`config.mk`:
```
export PLATFORM = sky130hd
export DESIGN_NAME = multicycle_control
export DESIGN_NICKNAME = d
export VERILOG_FILES = /design/src/rtl/multicycle_control.sv
export SDC_FILE = /design/constraint.sdc
export NUM_CORES = 1
export LEC_CHECK = 0
export ABC_AREA = 1
export BUFFER_PORTS_ARGS = -buffer_cell sky130_fd_sc_hd__buf_4
export CORE_UTILIZATION = 54
export DETAILED_ROUTE_END_ITERATION = 8
export PLACE_DENSITY = 0.91
export SETUP_SLACK_MARGIN = 0.3
export SYNTH_ARGS = -nofsm -noshare
export SYNTH_HDL_FRONTEND = slang
export SYNTH_SLANG_ARGS = --single-unit
```
`constraint.sdc`:
```
create_clock -name clk -period 2.5 [get_ports clk]
set_clock_uncertainty 0.2 [all_clocks]
set_input_delay 0.375 -clock clk [delete_from_list [all_inputs] [get_ports clk]]
set_output_delay 0.375 -clock clk [all_outputs]
set_load 0.05 [all_outputs]
```
`src/rtl/multicycle_control.sv`:
```
// Multicycle MIPS sequencing controller: Moore FSM that walks each instruction
// through fetch/decode/execute/memory/writeback and counts retired instructions.
module multicycle_control #(
  parameter int RETIRE_W = 32
) (
  input  logic                clk,
  input  logic                reset,
  input  logic [5:0]          Opcode,
  input  logic                MemReady,
  output logic                PCWrite,
  output logic                BranchEQ,
  output logic                BranchNE,
  output logic                IorD,
  output logic                MemRead,
  output logic                MemWrite,
  output logic                IRWrite,
  output logic [1:0]          RegDst,
  output logic [1:0]          MemtoReg,
  output logic                RegWrite,
  output logic                ALUSrcA,
  output logic [1:0]          ALUSrcB,
  output logic                ExtZero,
  output logic [2:0]          ALUOp,
  output logic [1:0]          PCSource,
  output logic                IllegalOp,
  output logic [3:0]          State,
  output logic [RETIRE_W-1:0] RetiredCount
);

  typedef enum logic [3:0] {
    FETCH     = 4'd0,
    DECODE    = 4'd1,
    MEM_ADDR  = 4'd2,
    MEM_READ  = 4'd3,
    MEM_WB    = 4'd4,
    MEM_WRITE = 4'd5,
    R_EXEC    = 4'd6,
    R_WB      = 4'd7,
    BRANCH    = 4'd8,
    JUMP      = 4'd9,
    I_EXEC    = 4'd10,
    I_WB      = 4'd11
  } state_t;

  localparam logic [5:0] OP_R    = 6'h00;
  localparam logic [5:0] OP_J    = 6'h02;
  localparam logic [5:0] OP_JAL  = 6'h03;
  localparam logic [5:0] OP_BEQ  = 6'h04;
  localparam logic [5:0] OP_BNE  = 6'h05;
  localparam logic [5:0] OP_ADDI = 6'h08;
  localparam logic [5:0] OP_ANDI = 6'h0C;
  localparam logic [5:0] OP_ORI  = 6'h0D;
  localparam logic [5:0] OP_LUI  = 6'h0F;
  localparam logic [5:0] OP_LW   = 6'h23;
  localparam logic [5:0] OP_SW   = 6'h2B;

  state_t              state_q, state_d;
  logic [RETIRE_W-1:0] retired_q, retired_d;
  logic                retire;

  logic pc_write_raw, beq_raw, bne_raw, mem_read_raw, mem_write_raw;
  logic ir_write_raw, reg_write_raw, illegal_raw;

  always_ff @(posedge clk or posedge reset) begin
    if (reset) begin
      state_q   <= FETCH;
      retired_q <= '0;
    end else begin
      state_q   <= state_d;
      retired_q <= retired_d;
    end
  end

  always_comb begin
    state_d       = state_q;
    retire        = 1'b0;
    pc_write_raw  = 1'b0;
    beq_raw       = 1'b0;
    bne_raw       = 1'b0;
    mem_read_raw  = 1'b0;
    mem_write_raw = 1'b0;
    ir_write_raw  = 1'b0;
    reg_write_raw = 1'b0;
    illegal_raw   = 1'b0;
    IorD          = 1'b0;
    RegDst        = 2'd0;
    MemtoReg      = 2'd0;
    ALUSrcA       = 1'b0;
    ALUSrcB       = 2'd0;
    ExtZero       = 1'b0;
    ALUOp         = 3'b000;
    PCSource      = 2'd0;

    unique case (state_q)
      FETCH: begin
        mem_read_raw = 1'b1;
        ALUSrcB      = 2'd1;
        ir_write_raw = MemReady;
        pc_write_raw = MemReady;
        if (MemReady) state_d = DECODE;
      end
      DECODE: begin
        ALUSrcB = 2'd3;
        unique case (Opcode)
          OP_LW, OP_SW:                      state_d = MEM_ADDR;
          OP_R:                              state_d = R_EXEC;
          OP_BEQ, OP_BNE:                    state_d = BRANCH;
          OP_J, OP_JAL:                      state_d = JUMP;
          OP_ADDI, OP_ANDI, OP_ORI, OP_LUI:  state_d = I_EXEC;
          default: begin
            illegal_raw = 1'b1;
            state_d     = FETCH;
          end
        endcase
      end
      MEM_ADDR: begin
        ALUSrcA = 1'b1;
        ALUSrcB = 2'd2;
        state_d = (Opcode == OP_SW) ? MEM_WRITE : MEM_READ;
      end
      MEM_READ: begin
        mem_read_raw = 1'b1;
        IorD         = 1'b1;
        if (MemReady) state_d = MEM_WB;
      end
      MEM_WB: begin
        MemtoReg      = 2'd1;
        reg_write_raw = 1'b1;
        state_d       = FETCH;
        retire        = 1'b1;
      end
      MEM_WRITE: begin
        mem_write_raw = 1'b1;
        IorD          = 1'b1;
        if (MemReady) begin
          state_d = FETCH;
          retire  = 1'b1;
        end
      end
      R_EXEC: begin
        ALUSrcA = 1'b1;
        ALUOp   = 3'b010;
        state_d = R_WB;
      end
      R_WB: begin
        RegDst        = 2'd1;
        reg_write_raw = 1'b1;
        state_d       = FETCH;
        retire        = 1'b1;
      end
      BRANCH: begin
        ALUSrcA  = 1'b1;
        ALUOp    = 3'b001;
        PCSource = 2'd1;
        beq_raw  = (Opcode == OP_BEQ);
        bne_raw  = (Opcode == OP_BNE);
        state_d  = FETCH;
        retire   = 1'b1;
      end
      JUMP: begin
        PCSource     = 2'd2;
        pc_write_raw = 1'b1;
        // PC already holds PC+4 from FETCH, which is the jal link value
        if (Opcode == OP_JAL) begin
          RegDst        = 2'd2;
          MemtoReg      = 2'd2;
          reg_write_raw = 1'b1;
        end
        state_d = FETCH;
        retire  = 1'b1;
      end
      I_EXEC: begin
        ALUSrcA = 1'b1;
        ALUSrcB = 2'd2;
        ExtZero = (Opcode == OP_ANDI) || (Opcode == OP_ORI);
        unique case (Opcode)
          OP_ORI:  ALUOp = 3'b011;
          OP_ANDI: ALUOp = 3'b100;
          OP_LUI:  ALUOp = 3'b101;
          default: ALUOp = 3'b000;
        endcase
        state_d = I_WB;
      end
      I_WB: begin
        reg_write_raw = 1'b1;
        ExtZero       = (Opcode == OP_ANDI) || (Opcode == OP_ORI);
        state_d       = FETCH;
        retire        = 1'b1;
      end
      default: state_d = FETCH;
    endcase
  end

  assign retired_d = retire ? retired_q + RETIRE_W'(1) : retired_q;

  // Strobes are gated by reset so an aborted access stops in the same cycle
  assign PCWrite      = pc_write_raw  & ~reset;
  assign BranchEQ     = beq_raw       & ~reset;
  assign BranchNE     = bne_raw       & ~reset;
  assign MemRead      = mem_read_raw  & ~reset;
  assign MemWrite     = mem_write_raw & ~reset;
  assign IRWrite      = ir_write_raw  & ~reset;
  assign RegWrite     = reg_write_raw & ~reset;
  assign IllegalOp    = illegal_raw   & ~reset;
  assign State        = state_q;
  assign RetiredCount = retired_q;

endmodule

```
# Word-level counts from Yosys, hierarchy flattened

Index checks and enable logic that the tools add are counted.

Logic and storage cells: 80
Output and inout bits: 58
Bits in registers: 36
Bits of input ports: 9

Add/sub/neg operators: 1
Reductions and logical operators: 16
Mux-type cells: 28
Eq/ne operators: 24
Bitwise operators: 9

Operator list:

| operator                                                               | count |
|---|---|
| 32-bit by 1-bit adder with 32-bit output (second input constant)       | 1 |
| 4-bit case mux with 7 select lines                                     | 1 |
| 6-bit by 4-bit equality test with 1-bit output (second input constant) | 4 |
| 4-bit case mux with 5 select lines                                     | 1 |
| 3-bit case mux with 3 select lines                                     | 2 |
| 4-bit by 3-bit equality test with 1-bit output (second input constant) | 4 |
| 4-bit equality test (second input constant)                            | 4 |
| 2-bit OR reduction                                                     | 7 |
| 6-bit by 2-bit equality test with 1-bit output (second input constant) | 2 |
| 6-bit by 3-bit equality test with 1-bit output (second input constant) | 2 |
| 6-bit equality test (second input constant)                            | 2 |
| 1-bit two-way mux                                                      | 12 |
| 4-bit two-way mux                                                      | 3 |
| 2-bit case mux with 2 select lines                                     | 3 |
| 11-bit OR reduction                                                    | 1 |
| 1-bit bitwise AND                                                      | 8 |
| 4-bit by 2-bit equality test with 1-bit output (second input constant) | 2 |
| 4-bit OR reduction                                                     | 2 |
| 6-bit zero test                                                        | 1 |
| 2-bit inequality test (second input constant)                          | 3 |
| 1-bit case mux with 2 select lines                                     | 3 |
| 2-bit case mux with 3 select lines                                     | 1 |
| 5-bit OR reduction                                                     | 1 |
| 4-bit by 1-bit equality test with 1-bit output (second input constant) | 1 |
| 7 further kinds                                                        | 7 |

# Depth between registers and ports, before layout

Gate-level depths: netlist of run 1.

Depth in word-level cells: 5
Mapped depth: 10
Depth with buffers taken out: 10

# Worst setup path after synthesis of run 1

No wires, ideal clock.

Kind: reg2out
Start: register state_q[3] (netlist: State[3])
End: output RegWrite
Data required time: 1.925 ns
Slack: -0.733 ns
Arrival: 2.658 ns
Cell stages (with the launch flop): 7
Path buffers: 0
Cells stage by stage: dfrtp_1 > inv_1 > nor2_1 > inv_1 > nor2_1 > nand2_1 > a21oi_1

Longest elaborated chain between the ends: 4

RTL lines:

| what                                                                                         | line | RTL |
|---|---|---|
| start: declaration                                                                           | 57   | `state_t state_q, state_d;` |
| start signal: assignment                                                                     | 69   | `state_q <= state_d;` |
| 4-bit equality test / 4-bit by 3-bit equality test with 1-bit output (equally long branches) | 94   | `unique case (state_q)` |
| 3-bit OR reduction (no line)                                                                 | n/a  |  |
| 1-bit case mux with 2 select lines (*)                                                       | 94   |  |
| 1-bit bitwise AND (*)                                                                        | 203  | `assign RegWrite = reg_write_raw & ~reset;` |
| end: declaration                                                                             | 19   | `output logic RegWrite,` |

Every way passes the cells marked *; elsewhere a longest branch is shown, timed or not.

# Worst setup path in the final report of run 1

Start: register state_q[3] (netlist: State[3])
End: output ALUOp[0]

Longest elaborated chain between the ends: 2

RTL lines:

| what                                                                                         | line | RTL |
|---|---|---|
| 4-bit equality test / 4-bit by 3-bit equality test with 1-bit output (equally long branches) | 94   |  |
| 3-bit case mux with 3 select lines (*)                                                       | 94   |  |
| end: declaration                                                                             | 23   | `output logic [2:0] ALUOp,` |

Marks and branches as above.

==> run summary, run 1 <==
Syn_area_per_cell: 6.10 um2
Synth area leader: dfrtp_1
Cell Area, Synth: 2630 um2
Area grow syn2layout: 31.3%
Vias post-DR: 3005
PortBufs: 66
Most common cell after layout, fill and taps aside: nand2_1
I/O pins: 67
CP endpoint kind: output port
GR Overflow Total: 0
CP Max Fanout: 4
Die area: 5150 um2
Largest net degree at the start of global routing: 35
Cells after Synth: 431
Critical Path Source: State[3]
Ant. Diodes: 0
Busiest metal layer after global routing: met2
Die X: 71.8 um
Layout cells sized above 1: 23.9%
Worst relative slew slack: 70.7%
DR WL/cell: 13.0 um
Storage cell area: 906 um2
Yosys reg bits: 36
Final Cycle Share: 86.7%
R2r startpoint: State[1]
CTS clk-pin slew, worst paths: 0.07 ns
Power Dens Cells: 706 nW/um2
Worst R2R Path Depth: 8
Switch share: 49.1%
Antenna violations before repair: 0
Post-synth EDFFs: 0
Rows: 25
Main area contributors after synthesis: dfrtp_1 (34%), nand2_1 (24%), nor2_1 (12%), inv_1 (7.0%), nand3_1 (5.5%)
P_int: 1.24 mW
Met2 GRT Util: 47.1%
Area of the multi-input gates: 1610 um2
CTS root buf: clkbuf_8
Detail Route Antenna Nets: 0
RR Endpoint: RetiredCount[2]
Crit Path Class: reg2out
Worst Path Arrival: 1.59 ns
Slew Limit Fails: 0
Leak pwr: 1.67 nW
Drt initial violations: 189
Status: finished, final reports clean
First-pass GRT wire length: 11700 um
Data required time of the worst path: 1.92 ns
Comb pwr share: 51.2%
Most frequent cells in the layout: nand2_1 (168), nor2_1 (74), buf_4 (69), inv_1 (43), dfrtp_1 (32)
Synth Warn #: 0
Post-placement cell count: 548
CTS Buf Count: 5
Synth Flop Type: dfrtp_1
Num Clock Sinks: 36
CTS tree: done
Net load switching power: 1.20 mW
Drt pass-1 iters: 5
Vias in the first global route: 2684
GRT met1 Usage: 37.5%
Clock latency on the worst-skew pair: 0.29 ns
Cell variety after synth: 22
Met3 usage in global routing: 3.52%
Clk pwr share: 18.5%
FFs w/ async S/R, synth: 100%
Core ar.: 4690 um2
Fill cells: 366
Worst setup SP type: flop
Max Buffers Root-to-Sink: 2
Unrepaired setup endpoints after global routing: yes
DIE HEIGHT: 71.8 um
GPL Wtd Cong: 0.955
Htree depth: 2
Post-route DRC: 0
FMAX: 461 MHz
Sequential area share after synthesis: 34.3%
Slew @ Worst Pin: 0.440 ns
Net Count, Synth: 441
Worst vdd ir: 0.000473 V
Sequential share of power: 30.3%
Hold Fails Final Rpt: 0
Total negative slack: 0 ns
Non-Filler Instances: 560
Detailed Place HPWL: 5440 um
Initial Utilization: 56.0%
GRT Overall Usage: 28.7%
Worst Hold Class: in2async
WL final: 7290 um
Post-synth top area share: 34.3%
Worst Setup EP: ALUOp[0]
Period minus WS final: 2.17 ns
Setup Viol. Count Final: 0
DR vias/cell: 5.37
Total of max-cap violations: 0
Layout Nets: 516
Reg-to-reg slack, setup: 0.51 ns
## synth_stat cells, types with 2 or more instances
cell,number
nand2_2,3
nor2_1,83
nand4_1,9
nor2_2,4
inv_1,49
xnor2_1,6
inv_2,2
xor2_1,9
a21oi_1,2
o21ai_0,11
nand2_1,171
buf_6,2
nand3_1,29
buf_4,4
nor3_1,5
dfrtp_1,36
## layer usage
layer,wire (um),up-vias
met2,3580,112
met5,0,-
met1,3160,1400
met3,367,21
li1,-,1472
met4,187,0
## cell type report
type	instances	area share, %
flip-flops and latches	36	26.2
inverters	51	5.91
clock buffers	7	2.79
multi-input cells	338	46.5
well taps	54	1.96
repair buffers	74	16.6
## flip-flops by register name, summed over array words and instances, names as in the netlist
| signal | cells |
|---|---|
| RetiredCount | 32 |
| State | 4 |
## cells by family after synthesis
kind of cell | share of synthesized area, %
simple gates | 47.9
compound gates | 3.05
buf+inv | 9.28
xor+xnor | 5.00
fa+ha+maj | 0.476
flops | 34.3
## power groups by stage
stage	sequential [mW]	combinational, mW	clock [mW]
after global routing	0.744	1.32	0.476
final	0.739	1.25	0.450
after CTS	0.739	1.16	0.454
after detailed placement	0.747	1.15	0
after floorplan	0.922	0.689	0
after global placement	0.742	1.12	0
## metrics by stage
stage | area, um2 | total power [mW] | utilization [%] | hold WS (ns) | setup WS (ns)
after global routing | 3450 | 2.54 | 73.6 | 0.200 | 0.281
after floorplan | 2730 | 1.61 | - | 0.153 | 0.162
after global placement | 3260 | 1.87 | 69.4 | 0.133 | 0.430
after detailed placement | 3260 | 1.90 | 69.4 | 0.134 | 0.400
after CTS | 3390 | 2.36 | 72.2 | 0.154 | 0.324
final | 3450 | 2.44 | 73.6 | 0.145 | 0.331
## how the worst min path moves through the flow
stage	to	start	cells past startpoint	slack, ns
2_1_floorplan	RetiredCount[0]	reset	1	0.15
3_3_place_gp	State[1]	reset	2	0.13
3_5_place_dp	State[3]	reset	2	0.13
4_1_cts	RetiredCount[17]	reset	3	0.15
5_1_grt	RetiredCount[5]	reset	3	0.20
6_report	RetiredCount[17]	reset	3	0.15
## worst max-delay path, cell delays in order (launching register included)
cell     delay (ns)
dfrtp_2        0.44
inv_4          0.06
nor2_4         0.14
inv_4          0.07
nor2_4         0.13
nand3_4        0.11
o21ai_2        0.17
buf_6          0.17
## what timing repair did
action                                  CTS  global route
setup buffers                             0             4
resized for setup                         6            11
endpoints found under the hold margin     2             0
hold buffers                              1             0
pin swaps                                 0             8
endpoints found under the setup margin    3             5
Power figures use the tool's default switching activity.
==> run 2, diff against run 1 <==
- BUFFER_PORTS_ARGS: -buffer_cell sky130_fd_sc_hd__buf_4 -> -buffer_cell sky130_fd_sc_hd__buf_2
- CORE_UTILIZATION: 54 -> 40
- PLACE_DENSITY: 0.91 -> 0.73
==> run 2 against run 1 <==
Count of clock-buffer cells in the layout down 1. Clock power down 3%. Global-route usage down 8.3 points.
==> run summary, run 2 (synthesis results as in run 1) <==
Drt pass-1 iters: 4
Crit-path cells: nor2_4 > nand2_1 > inv_2 > o2111ai_1 > nor2_2 > buf_6
Max Buffers Root-to-Sink: 2
Antenna violations before repair: 0
Largest net degree at the start of global routing: 37
Leak pwr: 1.65 nW
Ant. Diodes: 0
Hold Fails Final Rpt: 0
CP endpoint kind: output port
Core ar.: 6350 um2
Detailed Place HPWL: 5280 um
DIE HEIGHT: 83.1 um
Vias in the first global route: 2660
Die X: 83.1 um
Vias post-DR: 2904
Power Dens Cells: 701 nW/um2
WL final: 6910 um
Crit Path Class: reg2out
CTS Buf Count: 5
Data required time of the worst path: 1.92 ns
Unrepaired setup endpoints after global routing: yes
Total negative slack: 0 ns
Drt initial violations: 123
Final Cycle Share: 85.7%
Final worst setup slack: 0.359 ns
PortBufs: 66
GPL Wtd Cong: 0.924
Period minus WS final: 2.14 ns
Most frequent cells in the layout: nand2_1 (169), nor2_1 (73), buf_2 (56), inv_1 (43), dfrtp_1 (32)
CTS root buf: clkbuf_8
Reg-to-reg slack, setup: 0.49 ns
Slew Limit Fails: 0
Status: finished, final reports clean
Routed wl met2: 3310 um
Worst Path Arrival: 1.57 ns
CP Max Fanout: 5
Num Clock Sinks: 36
Initial Utilization: 41.4%
Worst relative slew slack: 69.1%
CTS clk-pin slew, worst paths: 0.08 ns
Setup Viol. Count Final: 0
Layout Nets: 515
Power, Total: 2.32 mW
First-pass GRT wire length: 11500 um
Area grow syn2layout: 25.9%
Post-Place Worst Slack: 0.307 ns
Die area: 6900 um2
Detail Route Antenna Nets: 0
Worst vdd ir: 0.000396 V
Worst setup SP type: flop
Min Hold Slack: 0.153 ns
GRT Overall Usage: 20.3%
CTS tree: done
Max layer used: met4
FMAX: 467 MHz
M1 WL: 3150 um
Met3 wire length: 323 um
Crit path largest cell delay: 0.47 ns
Hold buffers post-CTS: 0
Post-route DRC: 0
Fill cells: 613
DR vias/cell: 4.98
Worst Hold Class: in2async
Slew @ Worst Pin: 0.464 ns
Htree depth: 2
Slowest CP cell: dfrtp_2
Clock latency on the worst-skew pair: 0.30 ns
Layout cells sized above 1: 24.1%
Max reg flops: 32
Total of max-cap violations: 0
GR Overflow Total: 0
Most common cell after layout, fill and taps aside: nand2_1
Rows: 29
I/O pins: 67
DR WL/cell: 11.9 um
==> run 2: path summary, 6_finish.rpt <==
path                                       from          endpoint  cells past startpoint
worst max-delay path                   State[2]         IllegalOp                      6
worst min-delay path                      reset  RetiredCount[10]                      3
worst max register to register         State[1]   RetiredCount[2]                      8
worst min register to register  RetiredCount[9]   RetiredCount[9]                      1
max in group asynchronous                 reset          State[1]                      3
min in group clk                      Opcode[1]          State[3]                      3
==> run 2: final cells by class <==
type	count	area [um2]	area share (%)
tap	77	96.3	2.91
sequential	36	906	27.4
timing repair buffer	73	419	12.7
multi-input combinational	338	1600	48.3
inverter	51	199	6.01
clock inverter	2	10.0	0.302
clock buffer	6	82.6	2.49
==> run 2: per-stage QoR <==
stage	cell area, um2	util, %	std cells
finish	3310	52.1	583
global route	3310	52.1	583
CTS	3240	51.1	579
detailed placement	3120	49.1	571
global placement	3120	49.1	571
floorplan	2730	-	431
==> run 2: power by group <==
group,internal (mW),switching [mW],leakage [nW]
clock network,0.220,0.216,0.0510
logic,0.280,0.871,1.12
registers,0.643,0.0886,0.482
total,1.14,1.18,1.65
==> run 2: critical path: cells and delay by family, from the launching register on <==
family	cells	cell delay [ns]
simple gates	3	0.39
buf+inv	2	0.28
flops	1	0.47
compound gates	1	0.14
==> run 2: routing by layer <==
layer  track usage [%]  up-vias
met5                 0        -
met4              7.84        0
met3              4.47       13
met2              34.2       72
met1              25.3     1347
li1                  -     1472
==> run 2: what timing repair did <==
| action | 4_1_cts | 5_1_grt |
|---|---|---|
| endpoints found under the setup margin | 4 | 12 |
| setup buffers | 0 | 4 |
| pin swaps | 0 | 1 |
| hold endpoints to repair | 0 | 0 |
| gates resized for setup | 10 | 14 |
